## src/rtl/fetch_pkg.sv

```systemverilog
// ---------------------------------------------------------------------------
// fetch_pkg
// Shared types and constants for the instruction fetch stage.
//   FETCH_ADDR_W / FETCH_DATA_W : widths of the queue entry fields
//   PC_STEP                     : byte increment between sequential fetches
//   DEFAULT_RESET_PC            : PC loaded on reset unless overridden
//   fetch_state_t               : RUN (fetching) / HALT (fetch suspended)
//   fetch_entry_t               : one queued instruction with its PC
// ---------------------------------------------------------------------------
package fetch_pkg;

    localparam int FETCH_ADDR_W = 64;
    localparam int FETCH_DATA_W = 32;

    localparam int PC_STEP = 4;
    localparam logic [FETCH_ADDR_W-1:0] DEFAULT_RESET_PC = '0;

    typedef enum logic {
        RUN  = 1'b0,
        HALT = 1'b1
    } fetch_state_t;

    typedef struct packed {
        logic [FETCH_ADDR_W-1:0] pc;
        logic [FETCH_DATA_W-1:0] instr;
    } fetch_entry_t;

endpackage

```

## src/rtl/fetch_queue.sv

```systemverilog
// ---------------------------------------------------------------------------
// fetch_queue
// Small synchronous FIFO of fetch_entry_t between fetch and decode.
// Ports:
//   clk, reset  : clock, asynchronous active-high reset (empties the queue)
//   push        : write push_entry at the tail this cycle
//   push_entry  : entry to write
//   pop         : retire the head entry this cycle
//   flush       : empty the queue; overrides push and pop
//   head_entry  : entry at the head (registered storage, undefined when empty)
//   count       : current occupancy, 0..DEPTH
// The caller only pushes when not full or when popping in the same cycle,
// and only pops when not empty. DEPTH must be a power of two >= 2 so that
// the pointers wrap naturally at DEPTH.
// ---------------------------------------------------------------------------
module fetch_queue
    import fetch_pkg::*;
#(
    parameter int DEPTH = 2
) (
    input  logic                       clk,
    input  logic                       reset,
    input  logic                       push,
    input  fetch_entry_t               push_entry,
    input  logic                       pop,
    input  logic                       flush,
    output fetch_entry_t               head_entry,
    output logic [$clog2(DEPTH):0]     count
);

    localparam int PW = $clog2(DEPTH);
    localparam int CW = $clog2(DEPTH) + 1;

    fetch_entry_t    mem [DEPTH];
    logic [PW-1:0]   wr_ptr_reg;
    logic [PW-1:0]   rd_ptr_reg;
    logic [CW-1:0]   count_reg;

    always_ff @(posedge clk or posedge reset) begin
        if (reset) begin
            wr_ptr_reg <= '0;
            rd_ptr_reg <= '0;
            count_reg  <= '0;
        end else if (flush) begin
            wr_ptr_reg <= '0;
            rd_ptr_reg <= '0;
            count_reg  <= '0;
        end else begin
            if (push) begin
                wr_ptr_reg <= wr_ptr_reg + PW'(1);
            end
            if (pop) begin
                rd_ptr_reg <= rd_ptr_reg + PW'(1);
            end
            // Simultaneous push and pop leaves occupancy unchanged, even when full.
            case ({push, pop})
                2'b10:   count_reg <= count_reg + CW'(1);
                2'b01:   count_reg <= count_reg - CW'(1);
                default: count_reg <= count_reg;
            endcase
        end
    end

    // Storage needs no reset: the head is qualified by count everywhere it is used.
    always_ff @(posedge clk) begin
        if (push && !flush) begin
            mem[wr_ptr_reg] <= push_entry;
        end
    end

    assign head_entry = mem[rd_ptr_reg];
    assign count      = count_reg;

endmodule

```

## src/rtl/instruction_fetch_unit.sv

```systemverilog
// ---------------------------------------------------------------------------
// instruction_fetch_unit
// Fetch stage in front of the instruction memory. Owns the PC, captures each
// fetched instruction with its PC into fetch_queue and hands entries to decode
// over a valid/ready handshake. A taken branch flushes the queue and redirects
// the PC; a misaligned redirect target is reported with a one-cycle pulse.
// Ports:
//   clk, reset        : clock, asynchronous active-high reset
//   Fetch_Enable      : 1 = fetching allowed, 0 = PC holds and nothing enqueues
//   Inst_Address      : byte address to instruction memory (the PC register)
//   Instruction       : memory data for Inst_Address, same cycle
//   Branch_Taken      : redirect request (highest priority)
//   Branch_Target     : redirect byte address (low two bits cleared on load)
//   Inst_Out, Inst_PC : queue head instruction and PC, 0 when queue empty
//   Inst_Valid        : head valid, suppressed during a redirect
//   Inst_Ready        : decode accepts the head
//   Queue_Count       : queue occupancy
//   Fetch_Misaligned  : one-cycle pulse after a redirect with target[1:0]!=0
// ---------------------------------------------------------------------------
module instruction_fetch_unit
    import fetch_pkg::*;
#(
    parameter int ADDR_W = 64,
    parameter int DATA_W = 32,
    parameter int DEPTH  = 2,
    parameter logic [ADDR_W-1:0] RESET_PC = DEFAULT_RESET_PC[ADDR_W-1:0]
) (
    input  logic                       clk,
    input  logic                       reset,
    input  logic                       Fetch_Enable,
    output logic [ADDR_W-1:0]          Inst_Address,
    input  logic [DATA_W-1:0]          Instruction,
    input  logic                       Branch_Taken,
    input  logic [ADDR_W-1:0]          Branch_Target,
    output logic [DATA_W-1:0]          Inst_Out,
    output logic [ADDR_W-1:0]          Inst_PC,
    output logic                       Inst_Valid,
    input  logic                       Inst_Ready,
    output logic [$clog2(DEPTH):0]     Queue_Count,
    output logic                       Fetch_Misaligned
);

    localparam int CW = $clog2(DEPTH) + 1;

    logic [ADDR_W-1:0]  pc_reg;
    logic               misaligned_reg;
    fetch_state_t       state_reg;
    fetch_state_t       state_next;
    logic               fetch_go;

    logic               queue_nonempty;
    logic               queue_full;
    logic               deq;
    logic               enq;
    fetch_entry_t       push_entry;
    fetch_entry_t       head_entry;
    logic [CW-1:0]      queue_count;

    // ---------------- run/halt FSM ----------------
    always_ff @(posedge clk or posedge reset) begin
        if (reset) begin
            state_reg <= RUN;
        end else begin
            state_reg <= state_next;
        end
    end

    // Fetch_Enable is honoured in the same cycle it is sampled; the state
    // register records which mode the stage is in for the next cycle.
    always_comb begin
        state_next = state_reg;
        fetch_go   = 1'b0;
        case (state_reg)
            RUN: begin
                fetch_go = Fetch_Enable;
                if (!Fetch_Enable) begin
                    state_next = HALT;
                end
            end
            HALT: begin
                fetch_go = Fetch_Enable;
                if (Fetch_Enable) begin
                    state_next = RUN;
                end
            end
            default: begin
                state_next = RUN;
                fetch_go   = 1'b0;
            end
        endcase
    end

    // ---------------- handshake / enqueue decisions ----------------
    assign queue_nonempty = (queue_count != '0);
    assign queue_full     = (queue_count == CW'(DEPTH));
    assign Inst_Valid     = queue_nonempty && !Branch_Taken;
    assign deq            = Inst_Valid && Inst_Ready;
    // A full queue still accepts a new entry when the head leaves this cycle.
    assign enq            = fetch_go && !Branch_Taken && (!queue_full || deq);

    assign push_entry.pc    = FETCH_ADDR_W'(pc_reg);
    assign push_entry.instr = FETCH_DATA_W'(Instruction);

    fetch_queue #(
        .DEPTH      (DEPTH)
    ) u_queue (
        .clk        (clk),
        .reset      (reset),
        .push       (enq),
        .push_entry (push_entry),
        .pop        (deq),
        .flush      (Branch_Taken),
        .head_entry (head_entry),
        .count      (queue_count)
    );

    // ---------------- PC and misaligned pulse ----------------
    always_ff @(posedge clk or posedge reset) begin
        if (reset) begin
            pc_reg         <= RESET_PC;
            misaligned_reg <= 1'b0;
        end else begin
            misaligned_reg <= Branch_Taken && (|Branch_Target[1:0]);
            if (Branch_Taken) begin
                pc_reg <= {Branch_Target[ADDR_W-1:2], 2'b00};
            end else if (enq) begin
                pc_reg <= pc_reg + ADDR_W'(PC_STEP);  // wraps silently
            end
        end
    end

    // ---------------- outputs ----------------
    assign Inst_Address     = pc_reg;
    assign Inst_Out         = queue_nonempty ? head_entry.instr[DATA_W-1:0] : '0;
    assign Inst_PC          = queue_nonempty ? head_entry.pc[ADDR_W-1:0] : '0;
    assign Queue_Count      = queue_count;
    assign Fetch_Misaligned = misaligned_reg;

endmodule

```

## config.mk

```make
export PLATFORM = sky130hd
export DESIGN_NAME = instruction_fetch_unit
export DESIGN_NICKNAME = d
export VERILOG_FILES = /design/src/rtl/fetch_pkg.sv /design/src/rtl/fetch_queue.sv /design/src/rtl/instruction_fetch_unit.sv
export SDC_FILE = /design/constraint.sdc
export NUM_CORES = 1
export LEC_CHECK = 0
export BUFFER_PORTS_ARGS = -buffer_cell sky130_fd_sc_hd__buf_2
export CORE_ASPECT_RATIO = 1.75
export CORE_UTILIZATION = 54
export DETAILED_ROUTE_END_ITERATION = 10
export PLACE_DENSITY = 0.83
export SLEW_MARGIN = 20
export SYNTH_ARGS = -nofsm -noshare
export SYNTH_HDL_FRONTEND = slang
export SYNTH_SLANG_ARGS = --single-unit
```

## constraint.sdc

```tcl
create_clock -name clk -period 10.9 [get_ports clk]
set_clock_uncertainty 0.2 [all_clocks]
set_input_delay 1.635 -clock clk [delete_from_list [all_inputs] [get_ports clk]]
set_output_delay 1.635 -clock clk [all_outputs]
set_load 0.03 [all_outputs]
```

==> flow_summary.ini <==
[clock_network]
insertion_delay_ns = 0.51
cts-resized-gates = 0
clock_path_buffers = 3
cts.sinks = 255
post_cts_buffers = 0
numCtsBuffers = 23
htree_levels = 1
cts_tree = yes
hold_buffers = 0
cts.root.buffer_cell = clkbuf_16
path_clk_slew_ns = 0.07

[yosys]
synth_seq_area_share_pct = 65.8
ys_seq_elements = 255
syn_avg_cell_area_um2 = 12.5
synth-edff-count = 188
ys_top_cells_by_count = 188 x edfxtp_1, 132 x nor2_1, 97 x mux2i_1
yosysWarnings = 0
async_flop_share_pct = 26.3
syn-instance-count = 889
synth_area_mm2 = 0.0111
yosysMostFrequentCell = edfxtp_1
synth_top_cells_by_area = edfxtp_1 51%, dfrtp_1 15%, mux2i_1 8.7%
netlist.top_cell.by_area = edfxtp_1
yosysTopAreaCellShare_pct = 50.7
ys_types = 48
synthFlopType = edfxtp_1

[setup_path]
crit_buf_inv = 2
cpPeakStageDelay_ns = 0.94
criticalPathCategory = flop to primary output
critical_path.slowest_cell = buf_4
crit_arrival_ns = 2.92
worst_ep_required_time_ns = 9.07
endpoint_kind = primary output
crit_fanout = 64
startpoint_type = flop
rrSetupSlack_ns = 7.81
crit_family = buffers and inverters
crit_chain = buf_4 -> mux2i_1 -> nor2_1 -> buf_2

[finish]
largest_reg_flops = 188
fillerInstances = 1496
nNetsFinal = 1237
drive_gt1_share_pct = 27.6
area_delta_synth_final_pct = 20.2

[drt]
viasPerCell = 5.72
wirelength_um = 27600
wl_per_cell_um = 19.6
num_vias = 8033
firstDrtPassIters = 8
drc_errors = 2
ant_nets = 0
drt_iter0_drc = 617

[grt]
antenna_found_initial = 3
grt_overflow = 0
grt_pass1_wl_um = 41500
grt_util_all_layers_pct = 25.1
grt_pass1_vias = 7761
grt_max_degree = 68

[timing]
period_share_pct = 43.6
worst_pin_slew_ns = 1.12
min_period_ns = 4.75
rsz0062_at_grt = no
fmax_mhz = 210
maxSlewHeadroom_pct = 25.1
fin_setup_tns_ns = 0
setup_viol = 0
setup_slack_ns = 6.15
hold_viol = 0
slew_viol_final = 0

[status]
status = finished, violations left
violations = design-rule violations

[min_path]
min_path_type = flop to flop

[run]
cap_viol_max_count = 0

[floorplan]
dieHeight_um = 192
top_level_ports = 265
die_w_um = 111
rows = 69
core_mm2 = 0.0203
dieArea_mm2 = 0.0212
initial_core_util_pct = 54.8

[power]
peakVddDrop_mv = 0.137
power_density_mw_per_mm2 = 173
p_leak_nw = 5.14

[place]
place_ws_ns = 6.37
globalplace.congestion = 0.891
dp_hpwl_um = 19000
io_buffers = 260
[layout make-up]
cell class	count	area (um^2)	area share, %
tap	248	310	2.32
timing repair buffer	269	1370	10.2
sequential	255	7330	54.8
multi-input combinational	575	3580	26.8
inverter	11	41.3	0.309
clock buffer	32	629	4.70
clock inverter	9	109	0.814
antenna	5	12.5	0.0935
[metal layers]
metal / part of all wire [%] / vias to the layer above / wire (um) / track usage [%]
li1: - / 3777 / - / -
met1: 37 / 3906 / 10100 / 28.7
met2: 55 / 293 / 15200 / 47.3
met3: 5.1 / 57 / 1420 / 3.41
met4: 3.1 / 0 / 845 / 9.69
met5: 0 / - / 0 / 0
[cells in the final DEF (no fill, tap or decap), types with 3 or more instances in the layout]
cell and instances:
nor2b_1 7, or4_1 17, buf_4 9, diode_2 5, and3_1 10, nand2_1 66
nor4_1 15, o31ai_1 10, nand4_1 21, clkbuf_1 7, conb_1 4, xnor2_1 32
a31oi_1 20, dfrtp_1 66, clkinv_2 3, nor2_1 131, a211oi_1 3, o211ai_1 3
mux2i_1 97, nor3_1 20, nand3_1 30, clkbuf_16 23, nand2b_1 3, inv_1 10
o21ai_0 45, or3_1 7, xor2_1 7, edfxtp_1 188, buf_2 260
[stage by stage]
stage	utilization, %	power [mW]	hold WS [ns]	instances	area, um^2
floorplan	-	1.41	0.319	892	11100
global placement	62.2	1.52	0.323	1358	12600
detailed placement	62.2	1.53	0.349	1358	12600
CTS	65.9	2.33	0.365	1399	13400
global route	65.9	2.39	0.388	1401	13400
finish	65.9	2.31	0.359	1404	13400
[worst reg2reg max path, stage by stage (launching register included)]
cell       delay (ns)
dfrtp_1          0.50
and4_1           0.27
o2111ai_2        0.48
or4_1            0.85
or4_1            0.52
a31oi_1          0.19
[logic make-up after synthesis]
logic type | synth area share, %
multiplexers | 8.73
AO/OA/AOI/OAI | 5.11
flip-flops | 65.8
AND/OR/NAND/NOR | 14.8
adder cells (fa/ha/maj) | 0.112
other | 0.0337
buffers and inverters | 2.34
XOR/XNOR | 3.07
[worst paths after layout]
kind,startpoint,endpoint,cells past startpoint
max in group asynchronous,reset,u_queue.rd_ptr_reg$_DFFE_PP0P_,3
min in group asynchronous,reset,Inst_Address[12]$_DFFE_PP0P_,3
max,u_queue.rd_ptr_reg$_DFFE_PP0P_,Inst_PC[5],4
max reg2reg,Inst_Address[4]$_DFFE_PP0P_,Inst_Address[59]$_DFFE_PP0P_,5
min reg2reg,Inst_Address[63]$_DFFE_PP0P_,u_queue.mem[0][95]$_DFFE_PP_,0
min,Inst_Address[63]$_DFFE_PP0P_,u_queue.mem[0][95]$_DFFE_PP_,0
[power by group]
group / switching, mW / internal [mW]
combinational: 0.230 / 0.106
clock: 0.347 / 0.454
sequential: 0.0640 / 1.11
total: 0.642 / 1.67
(Power assumes the default switching activity.)
